$ cat src/rtl/systolic_feeder.sv
// Operand staging for the systolic array: buffers N columns of A / rows of B, then emits skewed wavefronts and a done pulse.
// Optional `SYSTOLIC_FEEDER_STALL_EN adds a stall input that freezes the FEED/DRAIN sequence.
module systolic_feeder #(
  parameter int ARRAY_SIZE   = 4,
  parameter int DATA_WIDTH   = 4,
  parameter int DRAIN_CYCLES = ARRAY_SIZE + 1
) (
  input  logic                               clk,
  input  logic                               reset,
`ifdef SYSTOLIC_FEEDER_STALL_EN
  input  logic                               stall,
`endif
  input  logic                               load_valid,
  output logic                               load_ready,
  input  logic [ARRAY_SIZE*DATA_WIDTH-1:0]   load_a,
  input  logic [ARRAY_SIZE*DATA_WIDTH-1:0]   load_b,
  output logic [ARRAY_SIZE*DATA_WIDTH-1:0]   left_out,
  output logic [ARRAY_SIZE*DATA_WIDTH-1:0]   top_out,
  output logic                               busy,
  output logic                               done
);

  localparam int BW        = ARRAY_SIZE * DATA_WIDTH;
  localparam int FEED_LAST = 2 * ARRAY_SIZE - 2;
  localparam int CNT_MAX   = (FEED_LAST > DRAIN_CYCLES - 1) ? FEED_LAST : DRAIN_CYCLES - 1;
  localparam int CW        = (CNT_MAX < 1) ? 1 : $clog2(CNT_MAX + 1);

  typedef enum logic [2:0] {
    S_IDLE,
    S_LOAD,
    S_FEED,
    S_DRAIN,
    S_DONE
  } state_e;

  state_e                       state_q, state_d;
  logic [CW-1:0]                cnt_q, cnt_d;
  logic [ARRAY_SIZE-1:0][BW-1:0] a_buf_q, a_buf_d;
  logic [ARRAY_SIZE-1:0][BW-1:0] b_buf_q, b_buf_d;
  logic [BW-1:0]                left_q, left_d;
  logic [BW-1:0]                top_q, top_d;
  logic                         stall_w;
  logic                         hs;

`ifdef SYSTOLIC_FEEDER_STALL_EN
  assign stall_w = stall;
`else
  assign stall_w = 1'b0;
`endif

  assign load_ready = (state_q == S_IDLE) || (state_q == S_LOAD);
  assign busy       = (state_q != S_IDLE);
  assign done       = (state_q == S_DONE);
  assign hs         = load_valid && load_ready;
  assign left_out   = left_q;
  assign top_out    = top_q;

  always_comb begin
    state_d = state_q;
    cnt_d   = cnt_q;
    a_buf_d = a_buf_q;
    b_buf_d = b_buf_q;
    case (state_q)
      S_IDLE: begin
        if (hs) begin
          a_buf_d[0] = load_a;
          b_buf_d[0] = load_b;
          if (ARRAY_SIZE == 1) begin
            state_d = S_FEED;
            cnt_d   = '0;
          end else begin
            state_d = S_LOAD;
            cnt_d   = CW'(1);
          end
        end
      end
      S_LOAD: begin
        if (hs) begin
          for (int k = 0; k < ARRAY_SIZE; k++) begin
            if (cnt_q == CW'(k)) begin
              a_buf_d[k] = load_a;
              b_buf_d[k] = load_b;
            end
          end
          if (cnt_q == CW'(ARRAY_SIZE - 1)) begin
            state_d = S_FEED;
            cnt_d   = '0;
          end else begin
            cnt_d = cnt_q + CW'(1);
          end
        end
      end
      S_FEED: begin
        if (!stall_w) begin
          if (cnt_q == CW'(FEED_LAST)) begin
            state_d = S_DRAIN;
            cnt_d   = '0;
          end else begin
            cnt_d = cnt_q + CW'(1);
          end
        end
      end
      S_DRAIN: begin
        if (!stall_w) begin
          if (cnt_q == CW'(DRAIN_CYCLES - 1)) begin
            state_d = S_DONE;
            cnt_d   = '0;
          end else begin
            cnt_d = cnt_q + CW'(1);
          end
        end
      end
      S_DONE: begin
        state_d = S_IDLE;
        cnt_d   = '0;
      end
      default: begin
        state_d = S_IDLE;
        cnt_d   = '0;
      end
    endcase
  end

  // Outputs are computed from the post-edge state and buffer so wavefront 0
  // appears right after the last load beat (including the N=1 bypass case).
  always_comb begin
    left_d = '0;
    top_d  = '0;
    if (state_d == S_FEED) begin
      for (int i = 0; i < ARRAY_SIZE; i++) begin
        for (int k = 0; k < ARRAY_SIZE; k++) begin
          if (int'(cnt_d) - i == k) begin
            left_d[i*DATA_WIDTH +: DATA_WIDTH] = a_buf_d[k][i*DATA_WIDTH +: DATA_WIDTH];
            top_d[i*DATA_WIDTH +: DATA_WIDTH]  = b_buf_d[k][i*DATA_WIDTH +: DATA_WIDTH];
          end
        end
      end
    end
  end

  always_ff @(posedge clk or posedge reset) begin
    if (reset) begin
      state_q <= S_IDLE;
      cnt_q   <= '0;
      a_buf_q <= '0;
      b_buf_q <= '0;
      left_q  <= '0;
      top_q   <= '0;
    end else begin
      state_q <= state_d;
      cnt_q   <= cnt_d;
      a_buf_q <= a_buf_d;
      b_buf_q <= b_buf_d;
      left_q  <= left_d;
      top_q   <= top_d;
    end
  end

endmodule

$ cat config.mk
export PLATFORM = sky130hd
export DESIGN_NAME = systolic_feeder
export DESIGN_NICKNAME = d
export VERILOG_FILES = /design/src/rtl/systolic_feeder.sv
export SDC_FILE = /design/constraint.sdc
export NUM_CORES = 1
export LEC_CHECK = 0
export ABC_CLOCK_PERIOD_IN_PS = 5200
export CAP_MARGIN = 30
export CORE_ASPECT_RATIO = 1.4
export CORE_UTILIZATION = 52
export DETAILED_ROUTE_END_ITERATION = 16
export HOLD_SLACK_MARGIN = 0.08
export PLACE_DENSITY = 0.76
export SETUP_SLACK_MARGIN = 0.02
export SYNTH_ARGS = -nofsm -noshare
export SYNTH_HDL_FRONTEND = slang
export SYNTH_SLANG_ARGS = --single-unit
$ cat constraint.sdc
create_clock -name clk -period 5.2 [get_ports clk]
set_input_delay 1.04 -clock clk [delete_from_list [all_inputs] [get_ports clk]]
set_output_delay 1.04 -clock clk [all_outputs]
set_load 0.005 [all_outputs]
Word-level counts from Yosys, hierarchy flattened
Cells that the tools add are included.
Widths: inputs -> output; s select.
{"block": "totals", "reg_bits": 166, "wordCells": 109, "input_bits": 35}
{"block": "op_classes", "addsub": 4, "reduce_logical": 9, "eq_ne": 22, "n_mux": 62}
{"cell": "$mux 16", "n": 12}
{"cell": "$logic_not 32->1", "n": 4}
{"cell": "$mux 4", "n": 32}
{"cell": "$mux 64", "n": 2}
{"cell": "$mux 48", "n": 2}
{"cell": "$pmux 16 s2", "n": 2}
{"cell": "$mux 3", "n": 10}
{"cell": "$eq 4x3->1 const B", "n": 6}
{"cell": "$pmux 3 s4", "n": 2}
{"cell": "$eq 3x2->1 const B", "n": 6}
{"cell": "$eq 3x3->1 const B", "n": 5}
{"cell": "$eq 4x2->1 const B", "n": 3}
{"cell": "$sub 3x2->4 const B", "n": 2}
{"cell": "$eq 3x1->1 const B", "n": 2}
{"cell": "$logic_not 3->1", "n": 2}
{"cell": "$sub 3x1->4 const B", "n": 1}
{"cell": "$add 3x1->3 const B", "n": 1}
{"cell": "$reduce_bool 3->1", "n": 1}
{"cell": "$logic_and 1x1->1", "n": 1}
{"cell": "$logic_or 1x1->1", "n": 1}

Longest topological paths before layout
{"block": "depth", "depth_word": 12, "mapped_depth": 16}

Worst setup path before layout
OpenSTA, ideal clock, no wires.
{"block": "synth_timing", "path_type": "input to register", "from": "input load_valid", "to": "register left_q[13], in the netlist left_out[13]", "path_stages": 14, "setup_slack_ps": 1704, "setup_ps": 67, "required_ps": 5133, "t_arrival_ps": 3429, "path_cell_list": "buf_2 nand2b_1 a21oi_1 a211oi_2 inv_2 buf_2 buf_2 clkbuf_1 ha_1 buf_1 nand2_1 a211o_1 o21ai_0 o2111a_1"}
{"block": "synth_between", "elab_chain_len": 10, "word_cells_on_any_way": 22, "classes_between": "add/sub (1); eq/ne (4); mux (15); reduce/logical (2)"}
{"item": "from (decl)", "line_no": "13", "text": "input logic load_valid,"}
{"item": "$logic_and 1x1->1 *", "line_no": "54", "text": "assign hs = load_valid && load_ready;"}
{"item": "$mux 3, on equally long branches", "line_no": "78, 65"}
{"item": "$pmux 3 s4 *", "line_no": "63", "text": "case (state_q)"}
{"item": "named net cnt_d[1]", "line_no": "37", "text": "logic [CW-1:0] cnt_q, cnt_d;"}
{"item": "$sub 3x2->4 *", "line_no": "132", "text": "if (int'(cnt_d) - i == k) begin"}
{"item": "$logic_not 32->1", "line_no": "132"}
{"item": "$mux 4 (3 in series)", "line_no": "132"}
{"item": "$mux 4 *", "line_no": "132"}
{"item": "$mux 16 *", "line_no": "129", "text": "if (state_d == S_FEED) begin"}
{"item": "named net left_d[13]", "line_no": "40", "text": "logic [BW-1:0] left_q, left_d;"}
{"item": "to (signal assigned)", "line_no": "154", "text": "left_q <= left_d;"}
{"item": "to (decl)", "line_no": "40"}
Mark *: on every way through the listed nets, which the timed path passes. The rest lies on a longest branch.

Final worst setup path
{"block": "layout_timing", "from": "input load_valid", "to": "register top_q[12], in the netlist top_out[12]"}
{"block": "layout_between", "elab_chain_len": 10, "word_cells_on_any_way": 22, "classes_between": "add/sub (1); eq/ne (4); mux (15); reduce/logical (2)"}
{"item": "$logic_and 1x1->1 *", "line_no": "54"}
{"item": "$mux 3, on equally long branches", "line_no": "78, 65"}
{"item": "$pmux 3 s4", "line_no": "63"}
{"item": "$sub 3x2->4", "line_no": "132"}
{"item": "$logic_not 32->1", "line_no": "132"}
{"item": "$mux 4 (4 in series)", "line_no": "132"}
{"item": "$mux 16 *", "line_no": "129"}
{"item": "named net top_d[12]", "line_no": "41", "text": "logic [BW-1:0] top_q, top_d;"}
{"item": "to (signal assigned)", "line_no": "155", "text": "top_q <= top_d;"}
{"item": "to (decl)", "line_no": "41"}
Marks and branches as above.

==> reports/qor.csv <==
metric,value,unit
max_slew headroom,33.6,%
Reg-to-Reg End,top_out[12],
final hold vios,0,
Critical Path RT,5510,ps
CTS tree,yes,
Crit Path Class,in -> reg,
post-layout min period,4130,ps
DRC,0,
status,finished clean,
DP HPWL,11.9,mm
die width,105,um
Post-synth EDFFs,0,
Vias,5707,
max-cap violations,0,
post-DR vias/cell,6.01,
CTS H-tree lvls,4,
Sink Count,166,
hold depth,2,
cts hold-fix bufs,0,
Final #Nets,794,
Final Wtd Congestion,0.844,
P per Cell Area,644,nW/um^2
"Cell Area, Synth",7680,um^2
fin crit share,79.4,%
Worst Setup Start Kind,primary input,
Non-Filler Instances,950,
leakage power,4.04,nW
Tightest Pin Transition,987,ps
highest clock rate,0.242,GHz
maximum vdd ir drop,0.000344,V
Min Hold Slack,462,ps
die height,146,um
global-route wire length before repair,30.8,mm
Starting Density,53.2,%
1st-iter DRT viols,264,
RSZ-0062 raised after global routing,no,
Min-Delay Path Class,reg -> reg,
final setup violation count,0,
Crit. End Element,register,
Total Power,5.91,mW
syn_nets,739,
most frequent cells in the layout,"166 x dfrtp_1, 97 x mux2_2, 85 x nand2_1",
largest net degree at the start of global routing,95,
diode count,0,
setup tns final,0,ps
worst reg2reg setup slack,1490,ps
Seq cells post-synth,166,
Root Buffer,clkbuf_16,
Post-Syn Area per Cell,11.1,um^2
number of setup buffers added after CTS,0,
Tot GR Track Use,25.8,%
Num CTS Buffers,17,
DR WL/cell,19.5,um
synth-to-layout area growth,19.4,%
max-slew violation count,0,
Final Skew,8.89,ps
ys flop type,dfrtp_1,
Core Area,14400,um^2
Reg2Reg Depth,10,
remaining global-route overflow,0,
CP max FO,15,
"Reg clk slew, reported paths",60,ps
Worst EP arrival,4440,ps
worst hold path startpoint,b_buf_q[2],
reg2reg start,cnt_q[0],
Hold Path Sink,b_buf_q[2],
vias in the first global route,6063,
# placed instances,919,
Post-DRT Antenna Nets,0,
"Seq/Total Area, Yosys",54.1,%
IO buf count,69,
Netlist cell types,48,
io pins,70,
TritonRoute pass-1 iters,7,
initial antenna violation count,0,
Rows,52,
synth warn,0,
Worst-Skew Late Latency,420,ps
asr flop ratio synth,100,%
post-CTS sizing,0,
"commonest non-fill, non-tap cell in the layout",dfrtp_1,
die area,15300,um^2
cell count after synthesis,694,
filler cell count,1170,
CTS max path bufs,2,
final wirelength,18.5,mm
Final Core Density,63.5,%
layout cells sized above 1,21.9,%
-- report_power, final --
| part | internal (mW) | switching, mW | total, mW |
|---|---|---|---|
| Clock | 0.759 | 0.511 | 1.27 |
| Combinational | 1.04 | 1.58 | 2.62 |
| Sequential | 1.84 | 0.188 | 2.02 |
| Total | 3.64 | 2.28 | 5.91 |
-- worst max-delay path by stage --
stage	startpoint	to	slack [ps]	cells past startpoint
floorplan	load_valid	left_out[13]	1700	14
global placement	load_valid	top_out[13]	870	9
detailed placement	load_valid	top_out[12]	650	9
CTS	load_valid	top_out[12]	1090	9
global route	load_valid	left_out[14]	800	9
finish	load_valid	top_out[12]	1070	9
-- cell usage after synthesis (2+ instances only) --
cell | instances | area share, %
a211o_1 | 2 | 0.23
a211oi_1 | 10 | 0.98
a211oi_2 | 2 | 0.33
a21oi_1 | 29 | 1.9
a31oi_1 | 16 | 1.3
and2_0 | 3 | 0.24
and2_1 | 7 | 0.57
and3_1 | 9 | 0.73
buf_1 | 7 | 0.34
buf_2 | 13 | 0.85
buf_6 | 3 | 0.44
clkbuf_1 | 26 | 1.3
dfrtp_1 | 166 | 54
ha_1 | 10 | 1.6
inv_1 | 17 | 0.83
inv_2 | 2 | 0.098
mux2_2 | 97 | 14
nand2_1 | 85 | 4.2
nand2b_1 | 9 | 0.73
nand3_1 | 53 | 3.5
nand4b_1 | 2 | 0.23
nor2_1 | 7 | 0.34
nor2b_1 | 2 | 0.16
nor3_1 | 2 | 0.13
nor3b_1 | 3 | 0.29
nor4b_1 | 8 | 0.91
o2111a_1 | 8 | 1.2
o211ai_1 | 8 | 0.78
o21a_1 | 9 | 0.88
o21ai_0 | 40 | 2.6
o21ai_1 | 3 | 0.20
o311a_1 | 8 | 1.0
or2_2 | 9 | 0.73
or4_1 | 5 | 0.49
-- cell families (layout without fill, tap and decap cells) --
logic type	after synthesis	in the layout	share of synthesized area, %
muxes	99	99	14.5
and+or+nand+nor	208	208	13.5
buffers and inverters	71	138	4.05
DFF	166	166	54.1
adders and majority gates	10	10	1.63
AOI/OAI and AO/OA	140	140	12.2
-- critical path, cell delays in order --
cell and delay, ps:
clkdlybuf4s50_1 670, nor3b_1 450, a21oi_1 140, and2_1 350, nor2_1 160, ha_1 400, nor4_1 910, nand2b_1 140
o2111a_1 180
-- through the flow --
step	area (um^2)	setup slack [ps]
after floorplan	7690	1700
after global placement	8510	867
after detailed placement	8570	648
after CTS	9180	1090
after global routing	9180	800
final	9180	1070
-- layout make-up --
type	count	area [um^2]	share of cell area (%)
flip-flops and latches	166	4150	45.3
multi-input cells	457	3230	35.2
repair buffers	86	871	9.49
clock buffers	21	480	5.24
well taps	189	236	2.58
clock inverters	10	121	1.32
inverters	21	85.1	0.927
-- metal layers --
metal	up-vias	routed length [um]	global-route usage, %
met3	32	761	4.43
met1	2913	7610	31.4
met5	-	0	0
li1	2576	-	-
met2	186	9810	45.0
met4	0	353	10.9
-- sequential cells by signal (all words and copies together) (netlist names) --
register	count
state_q	3
a_buf_q	64
left_out	16
top_out	16
cnt_q	3
b_buf_q	64
Power figures use the tool's default switching activity.
